==> config.mk <==
export PLATFORM = sky130hd
export DESIGN_NAME = maze_generator
export DESIGN_NICKNAME = d
export VERILOG_FILES = /design/src/rtl/maze_generator_pkg.sv /design/src/rtl/maze_lfsr16.sv /design/src/rtl/maze_generator.sv
export SDC_FILE = /design/constraint.sdc
export NUM_CORES = 1
export LEC_CHECK = 0
export BUFFER_PORTS_ARGS = -buffer_cell sky130_fd_sc_hd__buf_2
export CAP_MARGIN = 40
export CORE_AREA = 4 4 241 243
export DETAILED_ROUTE_END_ITERATION = 10
export DIE_AREA = 0 0 245 247
export GPL_TIMING_DRIVEN = 0
export HOLD_SLACK_MARGIN = 0.05
export MAX_ROUTING_LAYER = met4
export PLACE_DENSITY = 0.68
export SLEW_MARGIN = 20
export SYNTH_ARGS = -nofsm -noshare
export SYNTH_HDL_FRONTEND = slang
export SYNTH_HIERARCHICAL = 1
export SYNTH_SLANG_ARGS = --single-unit
==> constraint.sdc <==
create_clock -name clock -period 8 [get_ports clock]
set_input_delay 1.6 -clock clock [delete_from_list [all_inputs] [get_ports clock]]
set_output_delay 1.6 -clock clock [all_outputs]
set_load 0.1 [all_outputs]
==> src/rtl/maze_generator_pkg.sv <==
// Shared maze definitions: tile values, direction codes, FSM states, LFSR constants
// and the tile-address helper that the player-movement logic also uses.
package maze_generator_pkg;

  localparam logic FLOOR = 1'b0;
  localparam logic WALL  = 1'b1;

  localparam logic [15:0] LFSR_TAPS      = 16'hB400;
  localparam logic [15:0] LFSR_ZERO_SEED = 16'hACE1;

  typedef enum logic [1:0] {
    DIR_UP    = 2'd0,
    DIR_DOWN  = 2'd1,
    DIR_RIGHT = 2'd2,
    DIR_LEFT  = 2'd3
  } dir_t;

  typedef enum logic [3:0] {
    ST_IDLE, ST_FILL, ST_SEED, ST_PICK, ST_PROBE, ST_CARVE, ST_POP, ST_EXIT, ST_DONE
  } state_t;

  // Row-major tile address; legal maze sizes never exceed 2048 tiles.
  function automatic logic [10:0] tile_addr(input logic [10:0] width,
                                            input logic [7:0]  x,
                                            input logic [7:0]  y);
    return width * {3'b000, y} + {3'b000, x};
  endfunction

endpackage

==> src/rtl/maze_lfsr16.sv <==
// 16-bit Galois LFSR with synchronous seed load; an all-zero seed would lock up,
// so it is replaced by a fixed non-zero value.
module maze_lfsr16
  import maze_generator_pkg::*;
(
  input  logic        clock,
  input  logic        reset,
  input  logic        load,
  input  logic        enable,
  input  logic [15:0] seed,
  output logic [15:0] state
);

  always_ff @(posedge clock or posedge reset) begin
    if (reset) begin
      state <= LFSR_ZERO_SEED;
    end else if (load) begin
      state <= (seed == 16'h0000) ? LFSR_ZERO_SEED : seed;
    end else if (enable) begin
      state <= {1'b0, state[15:1]} ^ (state[0] ? LFSR_TAPS : 16'h0000);
    end
  end

endmodule

==> src/rtl/maze_generator.sv <==
// Randomised depth-first backtracker that carves a perfect maze into a 1-bit tile
// RAM, using the RAM itself as the visited map (WALL = not yet visited).
module maze_generator
  import maze_generator_pkg::*;
#(
  parameter int WIDTH        = 10,
  parameter int HEIGHT       = 10,
  parameter int READ_LATENCY = 2
) (
  input  logic        clock,
  input  logic        reset,
  input  logic        start,
  input  logic [15:0] rand_seed,
  input  logic        maze_read_data,
  output logic [10:0] maze_address,
  output logic        maze_write_enable,
  output logic        maze_write_data,
  output logic        busy,
  output logic        done
);

  localparam int XL          = ((WIDTH - 1) / 2) * 2;
  localparam int YL          = ((HEIGHT - 1) / 2) * 2;
  localparam int CELLS       = (XL / 2 + 1) * (YL / 2 + 1);
  localparam int SP_W        = $clog2(CELLS + 1);
  localparam int STACK_DEPTH = 2 ** SP_W;

  localparam logic [10:0] W11       = 11'(WIDTH);
  localparam logic [10:0] LAST_ADDR = 11'(WIDTH * HEIGHT - 1);
  localparam logic [7:0]  XL8       = 8'(XL);
  localparam logic [7:0]  YL8       = 8'(YL);
  localparam logic [7:0]  EXIT_Y    = 8'(HEIGHT - 1);
  localparam logic [7:0]  RL8       = 8'(READ_LATENCY);

  state_t          state_reg, state_next;
  logic [10:0]     fill_reg, fill_next;
  logic [SP_W-1:0] sp_reg, sp_next;
  logic [1:0]      dir_base_reg, dir_base_next;
  logic [2:0]      dir_cnt_reg, dir_cnt_next;
  logic [7:0]      nb_x_reg, nb_x_next, nb_y_reg, nb_y_next;
  logic [7:0]      wait_reg, wait_next;
  logic            phase_reg, phase_next;
  logic [10:0]     addr_next;
  logic            we_next, wd_next, busy_next, done_next;

  logic            lfsr_load;
  logic [15:0]     lfsr;
  logic            unused_lfsr_bits;
  logic            push;
  logic [15:0]     push_data;
  logic [15:0]     stack [STACK_DEPTH];

  logic [15:0]     top;
  logic [7:0]      cur_x, cur_y, nx, ny, mid_x, mid_y;
  logic [1:0]      base;
  dir_t            dir;
  logic            in_bounds;

  maze_lfsr16 u_lfsr (
    .clock  (clock),
    .reset  (reset),
    .load   (lfsr_load),
    .enable (busy),
    .seed   (rand_seed),
    .state  (lfsr)
  );

  assign unused_lfsr_bits = ^lfsr[15:2];

  // Neighbour selection; bounds are tested before any subtraction.
  always_comb begin
    top       = stack[sp_reg - SP_W'(1)];
    cur_x     = top[15:8];
    cur_y     = top[7:0];
    base      = (dir_cnt_reg == 3'd0) ? lfsr[1:0] : dir_base_reg;
    dir       = dir_t'(base + dir_cnt_reg[1:0]);
    nx        = cur_x;
    ny        = cur_y;
    in_bounds = 1'b0;
    case (dir)
      DIR_UP: if (cur_y >= 8'd2) begin
        in_bounds = 1'b1;
        ny        = cur_y - 8'd2;
      end
      DIR_DOWN: if (({1'b0, cur_y} + 9'd2) <= {1'b0, YL8}) begin
        in_bounds = 1'b1;
        ny        = cur_y + 8'd2;
      end
      DIR_RIGHT: if (({1'b0, cur_x} + 9'd2) <= {1'b0, XL8}) begin
        in_bounds = 1'b1;
        nx        = cur_x + 8'd2;
      end
      default: if (cur_x >= 8'd2) begin
        in_bounds = 1'b1;
        nx        = cur_x - 8'd2;
      end
    endcase
    mid_x = 8'(({1'b0, cur_x} + {1'b0, nb_x_reg}) >> 1);
    mid_y = 8'(({1'b0, cur_y} + {1'b0, nb_y_reg}) >> 1);
  end

  always_comb begin
    state_next    = state_reg;
    fill_next     = fill_reg;
    sp_next       = sp_reg;
    dir_base_next = dir_base_reg;
    dir_cnt_next  = dir_cnt_reg;
    nb_x_next     = nb_x_reg;
    nb_y_next     = nb_y_reg;
    wait_next     = wait_reg;
    phase_next    = phase_reg;
    addr_next     = maze_address;
    we_next       = 1'b0;
    wd_next       = maze_write_data;
    busy_next     = busy;
    done_next     = done;
    lfsr_load     = 1'b0;
    push          = 1'b0;
    push_data     = 16'h0000;
    case (state_reg)
      ST_IDLE: if (start) begin
        state_next = ST_FILL;
        busy_next  = 1'b1;
        done_next  = 1'b0;
        fill_next  = 11'd0;
        lfsr_load  = 1'b1;
      end
      ST_FILL: begin
        addr_next = fill_reg;
        we_next   = 1'b1;
        wd_next   = WALL;
        fill_next = fill_reg + 11'd1;
        if (fill_reg == LAST_ADDR) state_next = ST_SEED;
      end
      ST_SEED: begin
        addr_next    = 11'd0;
        we_next      = 1'b1;
        wd_next      = FLOOR;
        push         = 1'b1;
        sp_next      = SP_W'(1);
        dir_cnt_next = 3'd0;
        state_next   = ST_PICK;
      end
      ST_PICK: begin
        if (dir_cnt_reg[2]) begin
          state_next = ST_POP;
        end else begin
          dir_base_next = base;
          if (in_bounds) begin
            nb_x_next  = nx;
            nb_y_next  = ny;
            addr_next  = tile_addr(W11, nx, ny);
            wait_next  = 8'd0;
            state_next = ST_PROBE;
          end else begin
            dir_cnt_next = dir_cnt_reg + 3'd1;
          end
        end
      end
      ST_PROBE: begin
        if (wait_reg == RL8) begin
          if (maze_read_data == WALL) begin
            phase_next = 1'b0;
            state_next = ST_CARVE;
          end else begin
            dir_cnt_next = dir_cnt_reg + 3'd1;
            state_next   = ST_PICK;
          end
        end else begin
          wait_next = wait_reg + 8'd1;
        end
      end
      ST_CARVE: begin
        we_next = 1'b1;
        wd_next = FLOOR;
        if (!phase_reg) begin
          addr_next  = tile_addr(W11, mid_x, mid_y);
          phase_next = 1'b1;
        end else begin
          addr_next    = tile_addr(W11, nb_x_reg, nb_y_reg);
          push         = 1'b1;
          push_data    = {nb_x_reg, nb_y_reg};
          sp_next      = sp_reg + SP_W'(1);
          dir_cnt_next = 3'd0;
          state_next   = ST_PICK;
        end
      end
      ST_POP: begin
        sp_next      = sp_reg - SP_W'(1);
        dir_cnt_next = 3'd0;
        state_next   = (sp_reg == SP_W'(1)) ? ST_EXIT : ST_PICK;
      end
      ST_EXIT: begin
        // An even height leaves the bottom row outside the cell grid; open one exit tile.
        if (HEIGHT % 2 == 0) begin
          addr_next = tile_addr(W11, XL8, EXIT_Y);
          we_next   = 1'b1;
          wd_next   = FLOOR;
        end
        state_next = ST_DONE;
      end
      ST_DONE: begin
        busy_next  = 1'b0;
        done_next  = 1'b1;
        state_next = ST_IDLE;
      end
      default: state_next = ST_IDLE;
    endcase
  end

  always_ff @(posedge clock or posedge reset) begin
    if (reset) begin
      state_reg         <= ST_IDLE;
      fill_reg          <= 11'd0;
      sp_reg            <= '0;
      dir_base_reg      <= 2'd0;
      dir_cnt_reg       <= 3'd0;
      nb_x_reg          <= 8'd0;
      nb_y_reg          <= 8'd0;
      wait_reg          <= 8'd0;
      phase_reg         <= 1'b0;
      maze_address      <= 11'd0;
      maze_write_enable <= 1'b0;
      maze_write_data   <= 1'b0;
      busy              <= 1'b0;
      done              <= 1'b0;
    end else begin
      if (state_reg == ST_POP) assert (sp_reg != '0);
      state_reg         <= state_next;
      fill_reg          <= fill_next;
      sp_reg            <= sp_next;
      dir_base_reg      <= dir_base_next;
      dir_cnt_reg       <= dir_cnt_next;
      nb_x_reg          <= nb_x_next;
      nb_y_reg          <= nb_y_next;
      wait_reg          <= wait_next;
      phase_reg         <= phase_next;
      maze_address      <= addr_next;
      maze_write_enable <= we_next;
      maze_write_data   <= wd_next;
      busy              <= busy_next;
      done              <= done_next;
    end
  end

  always_ff @(posedge clock) begin
    if (push) stack[sp_reg] <= push_data;
  end

endmodule

* Word level (Yosys, flattened, before mapping) *
Memories as Yosys holds them, arrays and structs flattened.
Index checks and enable logic that the tools add are counted.

storage, ports and cells
  register bits = 81
  bits in latches = 0
  bits in writable memories = 512
  ROM bits = 0
  output and inout port bits = 15
  memories kept = 1

memories
  memory  words  width  read ports  clocked after memory_dff  write ports  RTL line              source
  stack   32     16     1           0                         1            maze_generator.sv:51  logic [15:0] stack [STACK_DEPTH];

operators by class
  $add $sub $neg = 17
  multiply operators = 3
  divide/modulo/power cells = 0
  order comparisons = 4
  eq/ne operators = 24
  shifts and indexed selects = 0
  muxes and demuxes = 60
  bitwise operators = 2
  reductions and logical operators = 28

operators by type and width
  kind                  count
  $mux 16               6
  $mux 8                7
  $pmux 11 s5           1
  $pmux 8 s2            3
  $mux 11               4
  $add 11x8->11         3
  $pmux 4 s8            1
  $mul 3x8->10 const A  3
  $mux 4                6
  $pmux 11 s2           1
  $mux 3                7
  $ne 2x2->1 const B    10
  $add 8x2->9 const B   2
  $add 8x8->9           2
  $le 9x4->1 const B    2
  $add 8x2->8 const B   2
  $eq 4x3->1 const B    4
  $ge 8x2->1 const B    2
  $logic_not 16->1      1
  $sub 8x2->8 const B   2
  $xor 15x16->16        1
  $pmux 5 s3            1
  $mux 1                14
  $pmux 3 s4            1
  35 further kinds      52

* Logic depth before layout (Yosys ltp) *
Gate-level depths: netlist of run 1.
An unclocked memory read counts as a cell.

  depth after elaboration = 11
  depth in mapped cells = 40
  gate-level depth less buffers = 29

* By module *
The synthesis of run 1 kept the hierarchy.

by module, submodules not included
  module          instances  cells each  area an instance (um2)  sequential area each (um2)
  maze_generator  1          1742        26885.8                 17001.3
  maze_lfsr16     1          72          842.1                   410.4

* Worst setup path before layout of run 1 *
OpenSTA, ideal clock, no wires.

  path type = register to register
  start point = reg sp_reg[0]
  end point = reg maze_address[10]
  arrival time = 7.300 ns
  setup slack = 0.575 ns
  cell stages (with the launch flop) = 37
  buffers on the path = 11
  cell sequence = dfrtp_1 > buf_6 > buf_8 > buf_8 > buf_4 > inv_2 > buf_2 > ha_1 > buf_4 > buf_4 > buf_4 > buf_4 > buf_2 > mux4_2 > nor2_1 > o22ai_1 > nand4_1 > buf_2 > inv_1 > ha_1 > or3_1 > nor4_1 > o31a_1 > o21ai_0 > a221o_1 > ha_1 > ha_1 > fa_1 > xor2_1 > ha_1 > nand2_1 > o21ai_0 > nand3_1 > xor2_1 > xnor2_1 > o221ai_1 > mux2_4

between the ends
  longest elaborated chain between the ends = 11
  elaborated cells between the ends (all ways) = 35
  classes of those cells = add/sub (11); mul (2); order compare (4); eq/ne (1); mux (15); reduce/logical (1); memory (1)

RTL lines
  item                    RTL line                  source
  start, declared         maze_generator.sv:37      logic [SP_W-1:0] sp_reg, sp_next;
  start signal, assigned  maze_generator.sv:231     sp_reg <= sp_next;
  $sub 5x1->5 *           maze_generator.sv:72      top = stack[sp_reg - SP_W'(1)];
  $mem_v2 32x16 *         -
  $add 8x2->9             maze_generator.sv:85      DIR_DOWN: if (({1'b0, cur_y} + 9'd2) <= {1'b0, YL8}) begin
  $le 9x4->1              maze_generator.sv:85
  $mux 8                  maze_generator.sv:85
  $pmux 8 s2 *            maze_generator.sv:80      case (dir)
  via ny[1]               maze_generator.sv:54      logic [7:0] cur_x, cur_y, nx, ny, mid_x, mid_y;
  $mul 3x8->10 *          maze_generator_pkg.sv:26  return width * {3'b000, y} + {3'b000, x};
  $add 11x8->11 *         maze_generator_pkg.sv:26
  $mux 11 *               maze_generator.sv:149     if (in_bounds) begin
  $mux 11 *               maze_generator.sv:145     if (dir_cnt_reg[2]) begin
  $pmux 11 s5 *           maze_generator.sv:120     case (state_reg)
  end signal, assigned    maze_generator.sv:238     maze_address <= addr_next;
  end, declared           maze_generator.sv:15      output logic [10:0] maze_address,

The timed path passes the listed nets; every way through them passes the cells marked *. The select of a mux whose other input is x is not followed.
A chain may end at the register's enable or synchronous reset.

* Final worst setup path of run 1 *
Ends and elaborated chain as after synthesis.

==> results_dict.tcl, run 1 <==
set metrics [dict create \
    status "finished, final reports clean" \
    yosysTopAreaCellShare 0.554 \
    grt.total_usage 0.251 \
    grt_max_degree 41 \
    cp.required_ps 8480 \
    diodes 0 \
    synth-seq-area-share 0.628 \
    drt_iter0_drc 1741 \
    cp_max_fo 17 \
    hold_depth 1 \
    start_util 0.496 \
    hold_viol 0 \
    place_congestion 0.918 \
    grt_antenna_before_repair 0 \
    root_buffer "clkbuf_16" \
    core_area_sq_um 56000 \
    critPathSlowestCell "mux4_2" \
    grt_pass1_wl_mm 109 \
    crit_top_cell "ha_1" \
    die_w_microns 245 \
    worst-r2r-setup-slack_ps 190 \
    cp_data_arrival_time_ps 8290 \
    setup_tns_ps 0 \
    nets 2078 \
    crit_path_end_kind "flop" \
    min_to "maze_address[8]" \
    maxSlewHeadroom 0.371 \
    syn_inst 1814 \
    min_period_ps 7810 \
    criticalPathCategory "reg2reg" \
    cap_violations 0 \
    syn_area_sq_um 27700 \
    vias 17263 \
    area_growth_pct 16.2 \
    clkTransAtPathRegs_ps 60 \
    synth_area_per_cell_sq_um 15.3 \
    grt-ovfl-total 0 \
    synth_ff_type "edfxtp_1" \
    ctsHoldBuffers 0 \
    firstDrtPassIters 5 \
    clk_latency_ps 680 \
    final_area_sq_um 32200 \
    rr_worst_depth 36 \
    drt-total-wl_mm 74.0 \
    cts_buffers 60 \
    drc 0 \
    fin_skew_ps 82.3 \
    reg2reg_to "maze_address[10]" \
    setup_violations 0 \
    post-route-period-util 0.976 \
    final_layout_size_suffix_gt1_frac 0.231 \
    layout_common_cells "edfxtp_1 (512), mux4_2 (108), nand2_1 (104), nor2_1 (89), ha_1 (86)" \
    critPathMaxStageDelay_ps 540 \
    maxClockFrequency_mhz 128 \
    die_h_microns 247 \
    async_flop_share 0.137 \
    grt_pass1_vias 17263 \
    synth.largest_area_cell "edfxtp_1" \
    cts.htree.levels 2 \
    r2r-start "sp_reg[0]" \
    min_from "maze_address[8]" \
    synth-edff-count 512 \
    ys_ff_latch 593 \
    slew_viol_final 0 \
    clock-sinks 593 \
    fillers 4257 \
    die_area_sq_um 60500 \
    ios 35 \
    rows 87 \
    yosys_warnings 6 \
    portBuffers 34 \
    tightest_slew_ps 942 \
    final_common_cell "edfxtp_1" \
    ys_top_cells_by_area "edfxtp_1 (55%), mux4_2 (8.8%), dfrtp_1 (6.6%)" \
    dp.final_hpwl_mm 49.6 \
    cts_tree "yes" \
    start_kind "flop" \
    synthesis.nets 1929 \
    hold_path.class "reg2reg" \
    yosysUniqueCellTypes 92 \
    vias_per_cell 6.23 \
    wl_per_cell_microns 26.7 \
    placed_cell_area_sq_um 29800 \
    largest_reg_flops 512 \
    clk_path_buf_depth 3 \
    antenna_left 0 \
]
==> routing by layer <==
| metal | global-route usage | routed length, microns | up-vias |
|---|---|---|---|
| li1 | - | - | 7381 |
| met5 | - | 0 | - |
| met2 | 0.394 | 34800 | 902 |
| met4 | 0.110 | 3660 | 0 |
| met3 | 0.0408 | 6640 | 204 |
| met1 | 0.329 | 29000 | 8776 |
==> critical path, delay by kind of cell (launching register included) <==
family	cells	cell delay, ps
AO/OA/AOI/OAI	10	1870
AND/OR/NAND/NOR	4	500
XOR/XNOR	3	480
multiplexers	3	950
flip-flops	1	420
buffers and inverters	11	1820
adder cells (fa/ha/maj)	5	1630
==> worst max-delay path by stage <==
stage,depth (start not counted),startpoint,endpoint
floorplan,36,sp_reg[0],maze_address[10]
global placement,38,sp_reg[0],maze_address[10]
detailed placement,38,sp_reg[0],maze_address[10]
CTS,33,sp_reg[0],maze_address[10]
global route,35,sp_reg[0],maze_address[10]
finish,36,sp_reg[0],maze_address[10]
==> through the flow <==
stage,util,instances,hold slack (ps),setup WS [ps]
floorplan,-,1814,455,575
global placement,0.516,2604,482,-1220
detailed placement,0.532,2638,493,-1440
CTS,0.572,2755,507,70.3
global route,0.576,2769,522,-239
finish,0.576,2769,506,188
==> timing repair <==
action	4_1_cts	5_1_grt
gates resized for setup	37	19
endpoints found under the setup margin	9	4
pin swaps	2	7
cloned	0	0
buffers inserted	7	10
==> kinds of logic (layout without fill, tap and decap cells) <==
kind of cell | count (synthesis) | in the layout | synth area share
flops | 593 | 593 | 0.628
simple gates | 396 | 396 | 0.0705
compound gates | 286 | 286 | 0.0685
mux | 225 | 225 | 0.138
buf+inv | 147 | 346 | 0.0270
fa+ha+maj | 95 | 95 | 0.0450
xor+xnor | 72 | 72 | 0.0230
==> cells in the mapped netlist, drive strengths merged, types with 17 or more instances <==
library cell    n
o22ai          25
o21ai          72
ha             87
nand2         104
inv            60
mux2i          72
mux2           36
buf            58
o21bai         20
a21o           17
a21oi          66
xor2           21
nand4          21
nor2          121
clkbuf         29
and2           24
mux4          117
edfxtp        512
nand3          32
xnor2          51
dfrtp          73
==> layout make-up <==
cell class	count	area [sq um]	area share
flip-flops and latches	593	17400	0.541
clock buffers	68	1530	0.0476
plain buffers	85	624	0.0194
multi-input cells	1074	9910	0.308
repair buffers	89	1040	0.0322
well taps	756	946	0.0294
clock inverters	44	515	0.0160
inverters	60	233	0.00723
Power of run 1 is left out: the tool's default activity adds up to more than one toggle a clock period on the data nets, which glitch-free logic cannot reach.
==> run 2, diff against run 1 <==
SYNTH_HIERARCHICAL = not set   (was 1)
==> results_dict.tcl, run 2 <==
set metrics [dict create \
    status "finished, final reports clean" \
    nets 2031 \
    clk_latency_ps 640 \
    syn_inst 1767 \
    final_layout_size_suffix_gt1_frac 0.235 \
    grt.total_usage 0.248 \
    setup_violations 0 \
    fin_skew_ps 51.8 \
    cts_tree "yes" \
    crit_path_end_kind "flop" \
    post-synth-top-count-cell "edfxtp_1" \
    synth_ff_type "edfxtp_1" \
    synth_area_per_cell_sq_um 15.7 \
    tightest_slew_ps 1050 \
    largest_reg_flops 512 \
    yosys_warnings 0 \
    cp_max_fo 10 \
    vias_per_cell 6.11 \
    hold_viol 0 \
    grt_pass1_wl_mm 108 \
    cts.htree.levels 2 \
    start_util 0.495 \
    yosys-top-cells-count "edfxtp_1 (512), nand2_1 (123), mux4_2 (116)" \
    cts_buffers 59 \
    cp_data_arrival_time_ps 8160 \
    synth-seq-area-share 0.629 \
    final_common_cell "edfxtp_1" \
    firstDrtPassIters 5 \
    grt_max_degree 48 \
    setup_tns_ps 0 \
    drc 0 \
    start_kind "flop" \
    drt_iter0_drc 1710 \
    wl_per_cell_microns 26.7 \
    grt-ovfl-total 0 \
    ys_ff_latch 593 \
    yosysUniqueCellTypes 94 \
    clock-sinks 593 \
    final_cells 2721 \
    clk_path_buf_depth 3 \
    cap_violations 0 \
    post-route-period-util 0.956 \
    ios 35 \
    maxClockFrequency_mhz 131 \
    area_growth_pct 16.3 \
    synth-edff-count 512 \
    place_congestion 0.910 \
    criticalPathCategory "reg2reg" \
    grt_pass1_vias 16491 \
    cp.required_ps 8510 \
    layout_common_cells "edfxtp_1 (512), nand2_1 (123), mux4_2 (116), ha_1 (87)" \
    async_flop_share 0.137 \
    placed_cells 2602 \
    portBuffers 34 \
    drt-total-wl_mm 72.7 \
    crit_top_cell "ha_1" \
    grt_antenna_before_repair 0 \
    die_h_microns 247 \
    maxSlewHeadroom 0.300 \
    yosysTopAreaCellShare 0.555 \
    critPathMaxStageDelay_ps 410 \
    clkTransAtPathRegs_ps 60 \
    core_area_sq_um 56000 \
    syn_area_sq_um 27700 \
    root_buffer "clkbuf_16" \
    min_period_ps 7650 \
    slew_viol_final 0 \
    die_area_sq_um 60500 \
    vias 16614 \
    ys_top_cells_by_area "edfxtp_1 (56%), mux4_2 (9.4%), dfrtp_1 (6.6%)" \
    synth.largest_area_cell "edfxtp_1" \
    die_w_microns 245 \
    hold_path.class "reg2reg" \
    synthesis.nets 1882 \
    dp.final_hpwl_mm 49.5 \
    antenna_left 0 \
    critPathSlowestCell "mux2_2" \
    rows 87 \
]
## run 2: cells by family after synthesis
logic type / share of synthesized area
buffers and inverters: 0.0264
AO/OA/AOI/OAI: 0.0693
multiplexers: 0.142
flip-flops: 0.629
adder cells (fa/ha/maj): 0.0451
AND/OR/NAND/NOR: 0.0652
XOR/XNOR: 0.0234
## run 2: critical path, delay by kind of cell, from the launching register on
family	cells	cell delay (ps)
mux	5	1390
buf+inv	9	2120
flops	1	390
fa+ha+maj	5	1530
xor+xnor	4	770
compound gates	5	1130
simple gates	2	180
## run 2: final timing paths
check | startpoint | end | slack (ps) | cells after the start
setup / recovery | sp_reg[0] | maze_address[10] | 350 | 30
hold / removal | dir_base_reg[0] | dir_base_reg[0] | 470 | 2
setup reg to reg | sp_reg[0] | maze_address[10] | 350 | 30
hold reg to reg | dir_base_reg[0] | dir_base_reg[0] | 470 | 2
max in group asynchronous | reset | nb_x_reg[6] | 6270 | 3
min in group asynchronous | reset | u_lfsr.state[12] | 1050 | 2
## run 2: layout make-up
type / instances / area, sq um
antenna: 1 / 2.50
buffer: 75 / 588
clock buffer: 78 / 1570
clock inverter: 31 / 317
fill: 4241 / 23700
inverter: 55 / 211
multi-input combinational: 1043 / 9920
sequential: 593 / 17400
tap: 756 / 946
timing repair buffer: 89 / 1250
## run 2: what timing repair did
action | in CTS | in global routing
pin swaps | 2 | 2
resized for setup | 22 | 27
cloned | 0 | 0
setup buffers | 2 | 3
endpoints found under the setup margin | 6 | 6
hold buffers | 0 | 0
## run 2: per-stage QoR
step	utilization	area (sq um)	worst slack, ps	hold WS (ps)
2_1_floorplan	-	27700	889	440
3_3_place_gp	0.515	28800	-824	461
3_5_place_dp	0.537	30000	-526	457
4_1_cts	0.573	32000	17.8	472
5_1_grt	0.576	32200	-21.2	503
6_report	0.576	32200	355	467
## run 2: per-layer routing
layer / part of all wire / track usage
met1: 0.41 / 0.331
met2: 0.48 / 0.391
met3: 0.077 / 0.0440
met4: 0.040 / 0.0849
met5: 0 / -
Power of run 2 is left out for the same reason.
